`config.mk`:
```
export PLATFORM = sky130hd
export DESIGN_NAME = io_responder
export DESIGN_NICKNAME = d
export VERILOG_FILES = /design/src/rtl/io_pkg.sv /design/src/rtl/btn_debounce.sv /design/src/rtl/io_responder.sv
export SDC_FILE = /design/constraint.sdc
export NUM_CORES = 1
export LEC_CHECK = 0
export BUFFER_PORTS_ARGS = -buffer_cell sky130_fd_sc_hd__buf_2
export CORE_UTILIZATION = 50
export CTS_CLUSTER_SIZE = 30
export DETAILED_ROUTE_END_ITERATION = 10
export MAX_ROUTING_LAYER = met4
export PLACE_DENSITY = 0.95
export SYNTH_ARGS = -nofsm -noshare
export SYNTH_HDL_FRONTEND = slang
export SYNTH_HIERARCHICAL = 1
export SYNTH_SLANG_ARGS = --single-unit
```
`constraint.sdc`:
```
create_clock -name clk_i -period 4.4 [get_ports clk_i]
set_clock_uncertainty 0.1 [all_clocks]
set_input_delay 0.88 -clock clk_i [delete_from_list [all_inputs] [get_ports clk_i]]
set_output_delay 0.88 -clock clk_i [all_outputs]
set_load 0.005 [all_outputs]
```
`src/rtl/io_pkg.sv`:
```
// Shared types and default widths for the processor IN/OUT device responder.
package io_pkg;

  localparam int IO_DATA_W = 32;
  localparam int IO_SW_W   = 16;

  typedef enum logic [1:0] {
    IO_IDLE       = 2'd0,
    IO_WAIT_ENTER = 2'd1,
    IO_RESPOND    = 2'd2,
    IO_WAIT_DROP  = 2'd3
  } io_state_e;

endpackage

```
`src/rtl/btn_debounce.sv`:
```
// Synchronises and debounces a raw push button, emitting a one-cycle pulse
// when the accepted (stable) level rises.
module btn_debounce #(
  parameter int DEBOUNCE_CYC = 16
) (
  input  logic clk_i,
  input  logic rst_ni,
  input  logic btn_raw_i,
  output logic press_o
);

  localparam int CNT_W = $clog2(DEBOUNCE_CYC + 1);
  localparam logic [CNT_W-1:0] CNT_LAST = CNT_W'(DEBOUNCE_CYC - 1);

  logic             sync1_q, sync2_q;
  logic             stable_q, stable_d, stable_prev_q;
  logic [CNT_W-1:0] cnt_q, cnt_d;

  // Counter only runs while the synchronised level disagrees with the accepted one.
  always_comb begin
    stable_d = stable_q;
    cnt_d    = '0;
    if (sync2_q != stable_q) begin
      if (cnt_q == CNT_LAST) begin
        stable_d = sync2_q;
      end else begin
        cnt_d = cnt_q + 1'b1;
      end
    end
  end

  always_ff @(posedge clk_i or negedge rst_ni) begin
    if (!rst_ni) begin
      sync1_q       <= 1'b0;
      sync2_q       <= 1'b0;
      stable_q      <= 1'b0;
      stable_prev_q <= 1'b0;
      cnt_q         <= '0;
    end else begin
      sync1_q       <= btn_raw_i;
      sync2_q       <= sync1_q;
      stable_q      <= stable_d;
      stable_prev_q <= stable_q;
      cnt_q         <= cnt_d;
    end
  end

  assign press_o = stable_q & ~stable_prev_q;

endmodule

```
`src/rtl/io_responder.sv`:
```
// Device side of the processor IN/OUT handshake: answers input requests with
// switch data on an Enter press and latches processor output for the display.
module io_responder
  import io_pkg::*;
#(
  parameter int DATA_W       = IO_DATA_W,
  parameter int SW_W         = IO_SW_W,
  parameter int DEBOUNCE_CYC = 16
) (
  input  logic              clk_i,
  input  logic              rst_ni,
  input  logic              in_req_i,
  output logic              in_ready_o,
  output logic [DATA_W-1:0] in_data_o,
  input  logic              new_out_i,
  input  logic [DATA_W-1:0] out_data_i,
  input  logic [SW_W-1:0]   sw_i,
  input  logic              enter_btn_i,
  output logic [DATA_W-1:0] disp_data_o,
  output logic              disp_valid_o,
  output logic              waiting_input_o,
  output logic [7:0]        in_count_o
);

  io_state_e         state_q, state_d;
  logic              press;
  logic              capture;
  logic [DATA_W-1:0] in_data_q;
  logic [7:0]        in_count_q;
  logic [DATA_W-1:0] disp_data_q;
  logic              disp_valid_q;

  btn_debounce #(
    .DEBOUNCE_CYC(DEBOUNCE_CYC)
  ) u_debounce (
    .clk_i     (clk_i),
    .rst_ni    (rst_ni),
    .btn_raw_i (enter_btn_i),
    .press_o   (press)
  );

  always_ff @(posedge clk_i or negedge rst_ni) begin
    if (!rst_ni) begin
      state_q <= IO_IDLE;
    end else begin
      state_q <= state_d;
    end
  end

  // A dropped request takes priority over a press landing in the same cycle.
  always_comb begin
    state_d = state_q;
    case (state_q)
      IO_IDLE:       if (in_req_i) state_d = IO_WAIT_ENTER;
      IO_WAIT_ENTER: begin
        if (!in_req_i) begin
          state_d = IO_IDLE;
        end else if (press) begin
          state_d = IO_RESPOND;
        end
      end
      IO_RESPOND:    state_d = IO_WAIT_DROP;
      IO_WAIT_DROP:  if (!in_req_i) state_d = IO_IDLE;
      default:       state_d = IO_IDLE;
    endcase
  end

  always_comb begin
    in_ready_o      = (state_q == IO_RESPOND);
    waiting_input_o = (state_q == IO_WAIT_ENTER);
    capture         = (state_q == IO_WAIT_ENTER) && in_req_i && press;
  end

  always_ff @(posedge clk_i or negedge rst_ni) begin
    if (!rst_ni) begin
      in_data_q  <= '0;
      in_count_q <= '0;
    end else begin
      if (capture) begin
        in_data_q <= DATA_W'(sw_i);
      end
      if (state_q == IO_RESPOND) begin
        in_count_q <= in_count_q + 8'd1;
      end
    end
  end

  always_ff @(posedge clk_i or negedge rst_ni) begin
    if (!rst_ni) begin
      disp_data_q  <= '0;
      disp_valid_q <= 1'b0;
    end else if (new_out_i) begin
      disp_data_q  <= out_data_i;
      disp_valid_q <= 1'b1;
    end
  end

  assign in_data_o    = in_data_q;
  assign in_count_o   = in_count_q;
  assign disp_data_o  = disp_data_q;
  assign disp_valid_o = disp_valid_q;

endmodule
```
**Yosys cells after proc, flatten, opt, wreduce, memory -nomap -nowiden**

Cells that the tools add are included.
W data, S select, Z words.

- Mux-type cells: 7
- Reduce and logical (&&, ||, !) cells: 5
- $add $sub $neg: 2
- Bitwise logic cells: 2
- Eq/ne operators: 8

Operator list:

| operator | count |
|---|---|
| $mux W5 | 2 |
| $add A8 B1 Y8 const B | 1 |
| $mux W2 | 4 |
| $pmux W2 S4 | 1 |
| $add A5 B1 Y5 const B | 1 |
| $eq A5 B4 Y1 const B | 1 |
| $eq A2 B2 Y1 const B | 2 |
| $ne A2 B2 Y1 const B | 2 |
| $ne A3 B2 Y1 const B | 1 |
| $reduce_and A3 Y1 | 1 |
| $eq A2 B1 Y1 const B | 1 |
| $logic_and A1 B1 Y1 | 2 |
| $logic_not A2 Y1 | 1 |
| $reduce_and A2 Y1 | 1 |
| $and A1 B1 Y1 | 1 |
| $ne A1 B1 Y1 | 1 |
| $not A1 Y1 | 1 |

- Input port bits: 53
- Register bits: 68
- Logic and storage cells: 34

**Longest topological paths before layout**

Gate-level depths: netlist of run 1.

- Word-level depth: 5
- Mapped depth: 4
- Mapped depth without buffers: 4

**Modules after synthesis**

The synthesis of run 1 kept the hierarchy.

Modules (own cells, without submodules):

| module | times used | cells an instance | sequential area each (um^2) | area each (um^2) |
|---|---|---|---|---|
| io_responder | 1 | 158 | 1476.4 | 2419.8 |
| btn_debounce | 1 | 25 | 225.2 | 340.3 |

**Worst setup path before layout of run 1**

OpenSTA, ideal clock, no wires.

- Path type: input -> register
- From: in new_out_i
- To: reg disp_data_q[0], in the netlist disp_data_o[0]
- Stages on the path: 3
- Buffers on the path: 2
- Data arrival time: 1.634 ns
- Setup time: 0.125 ns
- Setup slack: 2.542 ns
- Cells stage by stage: clkbuf_1 -> buf_2 -> mux2_2

RTL lines:

| element | line | source |
|---|---|---|
| start, declared | io_responder.sv:15 | `input logic new_out_i,` |
| end signal, assigned | io_responder.sv:93 | `disp_data_q <= out_data_i;` |
| end, declared | io_responder.sv:30 | `logic [DATA_W-1:0] disp_data_q;` |

No word-level cell between the ends.

**Worst setup path in the final report of run 1**

- From: reg state_q[0]
- To: out in_ready_o

- Longest elaborated chain between the ends: 1

Ends and longest elaborated chain:

| element | line | source |
|---|---|---|
| start, declared | io_responder.sv:25 | `io_state_e state_q, state_d;` |
| start signal, assigned | io_responder.sv:46 | `state_q <= state_d;` |
| $eq A2 B2 Y1 | io_responder.sv:69 | `in_ready_o = (state_q == IO_RESPOND);` |
| end, declared | io_responder.sv:13 | `output logic in_ready_o,` |

No other way between the ends.

==> flow_summary_export.csv, run 1 <==
group,metric,value,unit
logic_synthesis,yosysWarnings,6,
cts,ctsResizeCount,0,
logic_synthesis,netlist_instances,183,
floorplanning,die_area,5822,µm²
routing,post-route-drc-count,0,
setup_path,crit_fanout,7,
timing,finalHoldViolCount,0,
floorplanning,die_w,76.30,µm
cts,clock_sinks,68,
setup_path,rr_worst_depth,3,
logic_synthesis,synth_cell_types,29,
timing,holdWs,245.6,ps
finish,nets,354,
placement,gp_congestion,0.7297,
timing,max_slew_margin,0.4498,
setup_path,crit_path_end_kind,"output pin",
run_status,status,"complete, no violations",
floorplanning,die_y,76.30,µm
global_routing,grt_pass1_wl,8776,µm
cts,cts_buffer_depth,2,
timing,worst_slew_pin_slew,825.2,ps
logic_synthesis,synth_top_area_share,0.6165,
global_routing,grt-ovfl-total,0,
cts,htreeDepth,3,
timing,rsz0062_at_grt,"false",
cts,clk_latency,320,ps
cts,tritoncts,"built",
setup_path,crit_family,"flip-flops",
logic_synthesis,ys_seq_elements,68,
power_and_ir_drop,powerDensity,406.0,nW/µm²
routing,wl_per_cell,13.42,µm
flow_run,maxCapViolCount,0,
setup_path,path_depth,2,
power_and_ir_drop,leakage,1.932,nW
setup_path,cp.buffers_inverters,1,
global_routing,globalRouteTotalUtil,0.1990,
logic_synthesis,synth_area_leader_cell,"dfrtp_1",
setup_path,path_class,"reg2out",
setup_path,critPathSlowestCell,"dfrtp_1",
routing,via_count,1765,
routing,drt_iter0_markers,61,
logic_synthesis,synth_edf_count,0,
routing,drt_pre_antenna_iters,4,
logic_synthesis,synthFlopType,"dfrtp_1",
timing,slew_viol_final,0,
hold_path,hold_class,"reg2reg",
routing,vias_per_cell,4.719,
finish,drive_gt1_frac,0.6020,
logic_synthesis,synthTopCellsByCount,"dfrtp_1 (68), mux2_2 (39), buf_4 (16)",
setup_path,max_stage_delay,460,ps
finish,antennaDiodeCount,0,
setup_path,crit_path_cell_trace,"nor2b_1 -> buf_2",
routing,antenna_left,0,
logic_synthesis,synth_area_leaders,"dfrtp_1 (62%), mux2_2 (16%), mux2_4 (5.4%)",
timing,tns,0,ps
timing,max_freq,437.7,MHz
placement,io_buffers,111,
timing,fin_crit_sh,0.5192,
placement,dp_hpwl,3673,µm
cts,path_clk_slew,70,ps
cts,cts_setup_buffers,0,
global_routing,grt_max_degree,40,
setup_path,worstSetupEndpoint,"in_ready_o",
floorplanning,io_pins,128,
floorplanning,core,5205,µm²
logic_synthesis,synth.avg_cell_area,15.08,µm²
logic_synthesis,synth_seq_area_share,0.6165,
logic_synthesis,async_reset_ff_frac,1.000,
setup_path,worstPathRequired,3420,ps
logic_synthesis,synth_most_common_cell,"dfrtp_1",
timing,min_period,2285,ps
power_and_ir_drop,total_power,1.441,mW
timing,setup_violations,0,
floorplanning,core.rowCount,26,
setup_path,critPathArrivalTime,1300,ps
global_routing,grt_antenna_before_repair,0,
cts,holdBufCountCts,0,
setup_path,r2r_setup_slack,2700,ps
logic_synthesis,synth_area,2760,µm²
global_routing,grt_pass1_vias,1919,
cts,clock-root-buffer,"clkbuf_8",
floorplanning,start_util,0.5303,
setup_path,start_kind,"register",
setup_path,rr_startpoint,"u_debounce/stable_q$_DFFE_PN0P_",
setup_path,rr_endpoint,"in_data_o[14]$_DFFE_PN0P_",
power_and_ir_drop,vdd_ir_drop_max,0.0003062,V
cts,cts_buffers,9,
routing,wl,5018,µm
setup_path,crit_path_start,"state_q[0]$_DFFE_PN0P_",
finish,synthToLayoutAreaGrowth,28.56,%
## sequential cells by signal (all words and copies together), names as in the netlist, 5 cells and up, named ones only
name and flops:
disp_data_o 32, in_data_o 16, in_count_o 8, u_debounce/cnt_q 5
## worst min-delay path by stage
stage	from	endpoint	slack [ps]	cells past startpoint
final	u_debounce/sync1_q$_DFF_PN0_	u_debounce/sync2_q$_DFF_PN0_	250	0
after global routing	u_debounce/sync1_q$_DFF_PN0_	u_debounce/sync2_q$_DFF_PN0_	260	0
after CTS	u_debounce/sync1_q$_DFF_PN0_	u_debounce/sync2_q$_DFF_PN0_	250	0
after detailed placement	u_debounce/sync1_q$_DFF_PN0_	u_debounce/sync2_q$_DFF_PN0_	240	0
after global placement	u_debounce/sync1_q$_DFF_PN0_	u_debounce/sync2_q$_DFF_PN0_	230	0
after floorplan	u_debounce/sync1_q$_DFF_PN0_	u_debounce/sync2_q$_DFF_PN0_	230	0
## metrics by stage
stage / setup WS [ps] / instances / area, µm² / utilization
after global placement: 2341 / 358 / 3313 / 0.6365
final: 2115 / 374 / 3548 / 0.6817
after global routing: 1978 / 374 / 3548 / 0.6817
after detailed placement: 2313 / 358 / 3313 / 0.6365
after floorplan: 2542 / 198 / 2816 / -
after CTS: 2099 / 374 / 3548 / 0.6817
## per-layer routing
metal  vias up  wire (µm)  track usage
met5         -          0            -
met4         0         74      0.09615
met2        68       2681       0.3360
met1       861       2013       0.2256
li1        828          -            -
met3         8        248      0.04192
## cells in the final DEF, fill, tap and decap left out, drive strengths merged
| master | Yosys | layout |
|---|---|---|
| buf | 20 | 112 |
| dfrtp | 68 | 68 |
| mux2 | 50 | 50 |
| conb | 1 | 16 |
| clkbuf | 2 | 12 |
| xnor2 | 6 | 6 |
| nor2 | 5 | 5 |
| nand4 | 4 | 4 |
| xor2 | 4 | 4 |
| nor2b | 3 | 3 |
| inv | 3 | 3 |
| a21oi | 3 | 3 |
| nand2 | 2 | 2 |
| ha | 2 | 2 |
| bufinv | 0 | 2 |
| clkinv | 0 | 2 |
| o21ai | 2 | 2 |
| and3 | 2 | 2 |
| nand3 | 2 | 2 |
| nand4b | 1 | 1 |
| and4b | 1 | 1 |
| or2 | 1 | 1 |
| and2 | 1 | 1 |
## layout make-up
class | instances | area [µm²]
Inverter | 3 | 11.26
Sequential cell | 68 | 1702
Fill cell | 402 | 1657
Multi-Input combinational cell | 105 | 949.7
Timing Repair Buffer | 112 | 563.0
Tap cell | 70 | 87.58
Clock buffer | 12 | 165.2
Clock inverter | 4 | 70.07
## cell families after synthesis
logic type / count (synthesis) / share of synthesized area
flops: 68 / 0.6165
simple gates: 22 / 0.05349
buf+inv: 25 / 0.05984
fa+ha+maj: 2 / 0.009065
xor+xnor: 10 / 0.03173
compound gates: 5 / 0.01042
mux: 50 / 0.2176
other cells: 1 / 0.001359
## worst reg2reg max path, delay by kind of cell (launching register included)
kind,cells,cell delay [ps]
simple gates,2,690
mux,1,420
flops,1,390
## power breakdown
group	switching, mW	internal (mW)	leakage (nW)
clock network	0.219	0.364	0.122
logic	0.0670	0.0851	0.951
registers	0.0354	0.671	0.859
Note: power is estimated with default switching activity, not from simulation.
==> run 2: changes to the inputs <==
--- a/config.mk
+++ b/config.mk
@@ -6,11 +6,11 @@
 export NUM_CORES = 1
 export LEC_CHECK = 0
 export BUFFER_PORTS_ARGS = -buffer_cell sky130_fd_sc_hd__buf_2
-export CORE_UTILIZATION = 50
+export CORE_UTILIZATION = 42
 export CTS_CLUSTER_SIZE = 30
 export DETAILED_ROUTE_END_ITERATION = 10
 export MAX_ROUTING_LAYER = met4
-export PLACE_DENSITY = 0.95
+export PLACE_DENSITY = 0.87
 export SYNTH_ARGS = -nofsm -noshare
 export SYNTH_HDL_FRONTEND = slang
 export SYNTH_HIERARCHICAL = 1
==> constraint.sdc (replaced) <==
create_clock -name clk_i -period 2 [get_ports clk_i]
set_clock_uncertainty 0.1 [all_clocks]
set_input_delay 0.4 -clock clk_i [delete_from_list [all_inputs] [get_ports clk_i]]
set_output_delay 0.4 -clock clk_i [all_outputs]
set_load 0.005 [all_outputs]
==> run 2 against run 1 <==
Against the previous run: cell count up 1.9%; register-to-register slack worse by 2400 ps; via count down 0.23%; total power up 110%; clock power up 100%; worst hold slack worse by 180 ps; critical path type unchanged; flip-flop and latch count unchanged; setup slack worse by 2000 ps; routed wire length down 9.5%; largest cell class unchanged; critical path depth unchanged.
==> flow_summary_export.csv, run 2 (synthesized netlist as in run 1, its figures left out) <==
group,metric,value,unit
finish,design_area,3550,µm²
power_and_ir_drop,leakage,1.921,nW
floorplanning,start_util,0.4347,
cts,tritoncts,"built",
setup_path,path_class,"reg2out",
cts,htreeDepth,3,
finish,final_cell_mix,"buf_2 (111), dfrtp_1 (68), mux2_2 (39)",
timing,tns,0,ps
power_and_ir_drop,powerDensity,862.6,nW/µm²
cts,cts_setup_buffers,0,
floorplanning,core.rowCount,29,
cts,cts_buffers,9,
floorplanning,die_area,6900,µm²
routing,wl_per_cell,11.92,µm
global_routing,grt-ovfl-total,0,
routing,wl_met3,339,µm
finish,nets,355,
global_routing,grt_max_degree,69,
timing,min_period,1854,ps
setup_path,crit_path_end_kind,"output pin",
floorplanning,io_pins,128,
placement,dp_hpwl,3298,µm
placement,postPlaceCellArea,3334,µm²
timing,finalHoldViolCount,0,
finish,antennaDiodeCount,0,
floorplanning,die_w,83.07,µm
power_and_ir_drop,vdd_ir_drop_max,0.0005625,V
run_status,status,"complete, no violations",
timing,setup_violations,0,
finish,synthToLayoutAreaGrowth,28.60,%
routing,drt_iter0_markers,52,
setup_path,critPathArrivalTime,1350,ps
setup_path,worstPathRequired,1500,ps
floorplanning,core,6350,µm²
routing,via_count,1761,
global_routing,grt_antenna_before_repair,0,
finish,largest_reg_flops,32,
placement,gp_congestion,0.7699,
cts,clk_latency,330,ps
routing,drt_pre_antenna_iters,4,
cts,path_clk_slew,70,ps
hold_path,hold_class,"in2reg",
placement,io_buffers,111,
timing,max_slew_margin,0.5540,
cts,cts_buffer_depth,2,
global_routing,globalRouteTotalUtil,0.1476,
routing,post-route-drc-count,0,
timing,fin_crit_sh,0.9269,
flow_run,maxCapViolCount,0,
timing,rsz0062_at_grt,"false",
routing,wl,4541,µm
routing,top_layer_used,"met4",
finish,drive_gt1_frac,0.5954,
setup_path,start_kind,"register",
routing,antenna_left,0,
timing,slew_viol_final,0,
floorplanning,die_y,83.07,µm
global_routing,grt_pass1_vias,1732,
routing,vias_per_cell,4.622,
placement,place_ws,293.0,ps
timing,max_freq,539.5,MHz
routing,wl_met1,1934,µm
cts,clock_sinks,68,
finish,mostFrequentLayoutCell,"buf_2",
global_routing,grt_pass1_wl,7859,µm
setup_path,crit_fanout,7,
timing,layout_setup_ws,146.3,ps
cts,clock-root-buffer,"clkbuf_8",
routing,dr_wl_met2,2204,µm
timing,worst_slew_pin_slew,669.1,ps
[run 2: cell count changes in the layout (fill, tap and decap cells not counted), sizes merged]
cell,previous run,this run
clkbuf,12,10
clkinvlp,0,1
dlygate4sd3,0,1
[run 2: layer usage]
metal / up-vias / track usage
met4: 0 / 0.07524
li1: 830 / -
met5: - / -
met1: 831 / 0.1713
met2: 90 / 0.2385
met3: 10 / 0.03678
[run 2: area by class of cell]
| class | instances | area [µm²] |
|---|---|---|
| Tap cell | 77 | 96.34 |
| Clock inverter | 5 | 77.57 |
| Inverter | 3 | 11.26 |
| Sequential cell | 68 | 1702 |
| Multi-Input combinational cell | 105 | 949.7 |
| Timing Repair Buffer | 113 | 585.6 |
| Clock buffer | 10 | 127.6 |
| Fill cell | 543 | 2800 |
[run 2: per-stage QoR]
stage / cells / utilization / hold slack (ps) / total power [mW]
detailed placement: 365 / 0.5251 / 241.8 / 1.918
finish: 381 / 0.5590 / 65.05 / 3.062
floorplan: 198 / - / 4.409 / 1.739
global placement: 365 / 0.5251 / 233.5 / 1.900
global route: 381 / 0.5590 / 46.07 / 3.213
CTS: 381 / 0.5590 / 49.18 / 3.111
[run 2: power by group]
group          total, mW  internal, mW  switching [mW]
clock network       1.17         0.691           0.483
registers           1.55          1.48          0.0766
logic              0.336         0.191           0.145
total               3.06          2.36           0.705
[run 2: path summary, 6_finish.rpt]
| check | startpoint | to | slack (ps) | depth (start not counted) |
|---|---|---|---|---|
| worst max-delay path | register | in_ready_o | 150 | 2 |
| worst min-delay path | enter_btn_i | u_debounce/sync1_q$_DFF_PN0_ | 70 | 1 |
| worst max register to register | u_debounce/stable_q$_DFFE_PN0P_ | in_data_o[8]$_DFFE_PN0P_ | 300 | 3 |
| worst min register to register | u_debounce/sync1_q$_DFF_PN0_ | u_debounce/sync2_q$_DFF_PN0_ | 260 | 0 |
| max in group asynchronous | rst_ni | disp_data_o[28]$_DFFE_PN0P_ | 970 | 3 |
| min in group asynchronous | rst_ni | in_data_o[7]$_DFFE_PN0P_ | 500 | 3 |
[run 2: what timing repair did]
action	in CTS	in global routing
hold buffers	1	0
resized for setup	0	0
endpoints found under the setup margin	0	0
hold endpoints to repair	61	0
[run 2: critical path: stages (launching register included)]
cell     delay (ps)
dfrtp_1         460
nor2b_1         370
buf_2           190
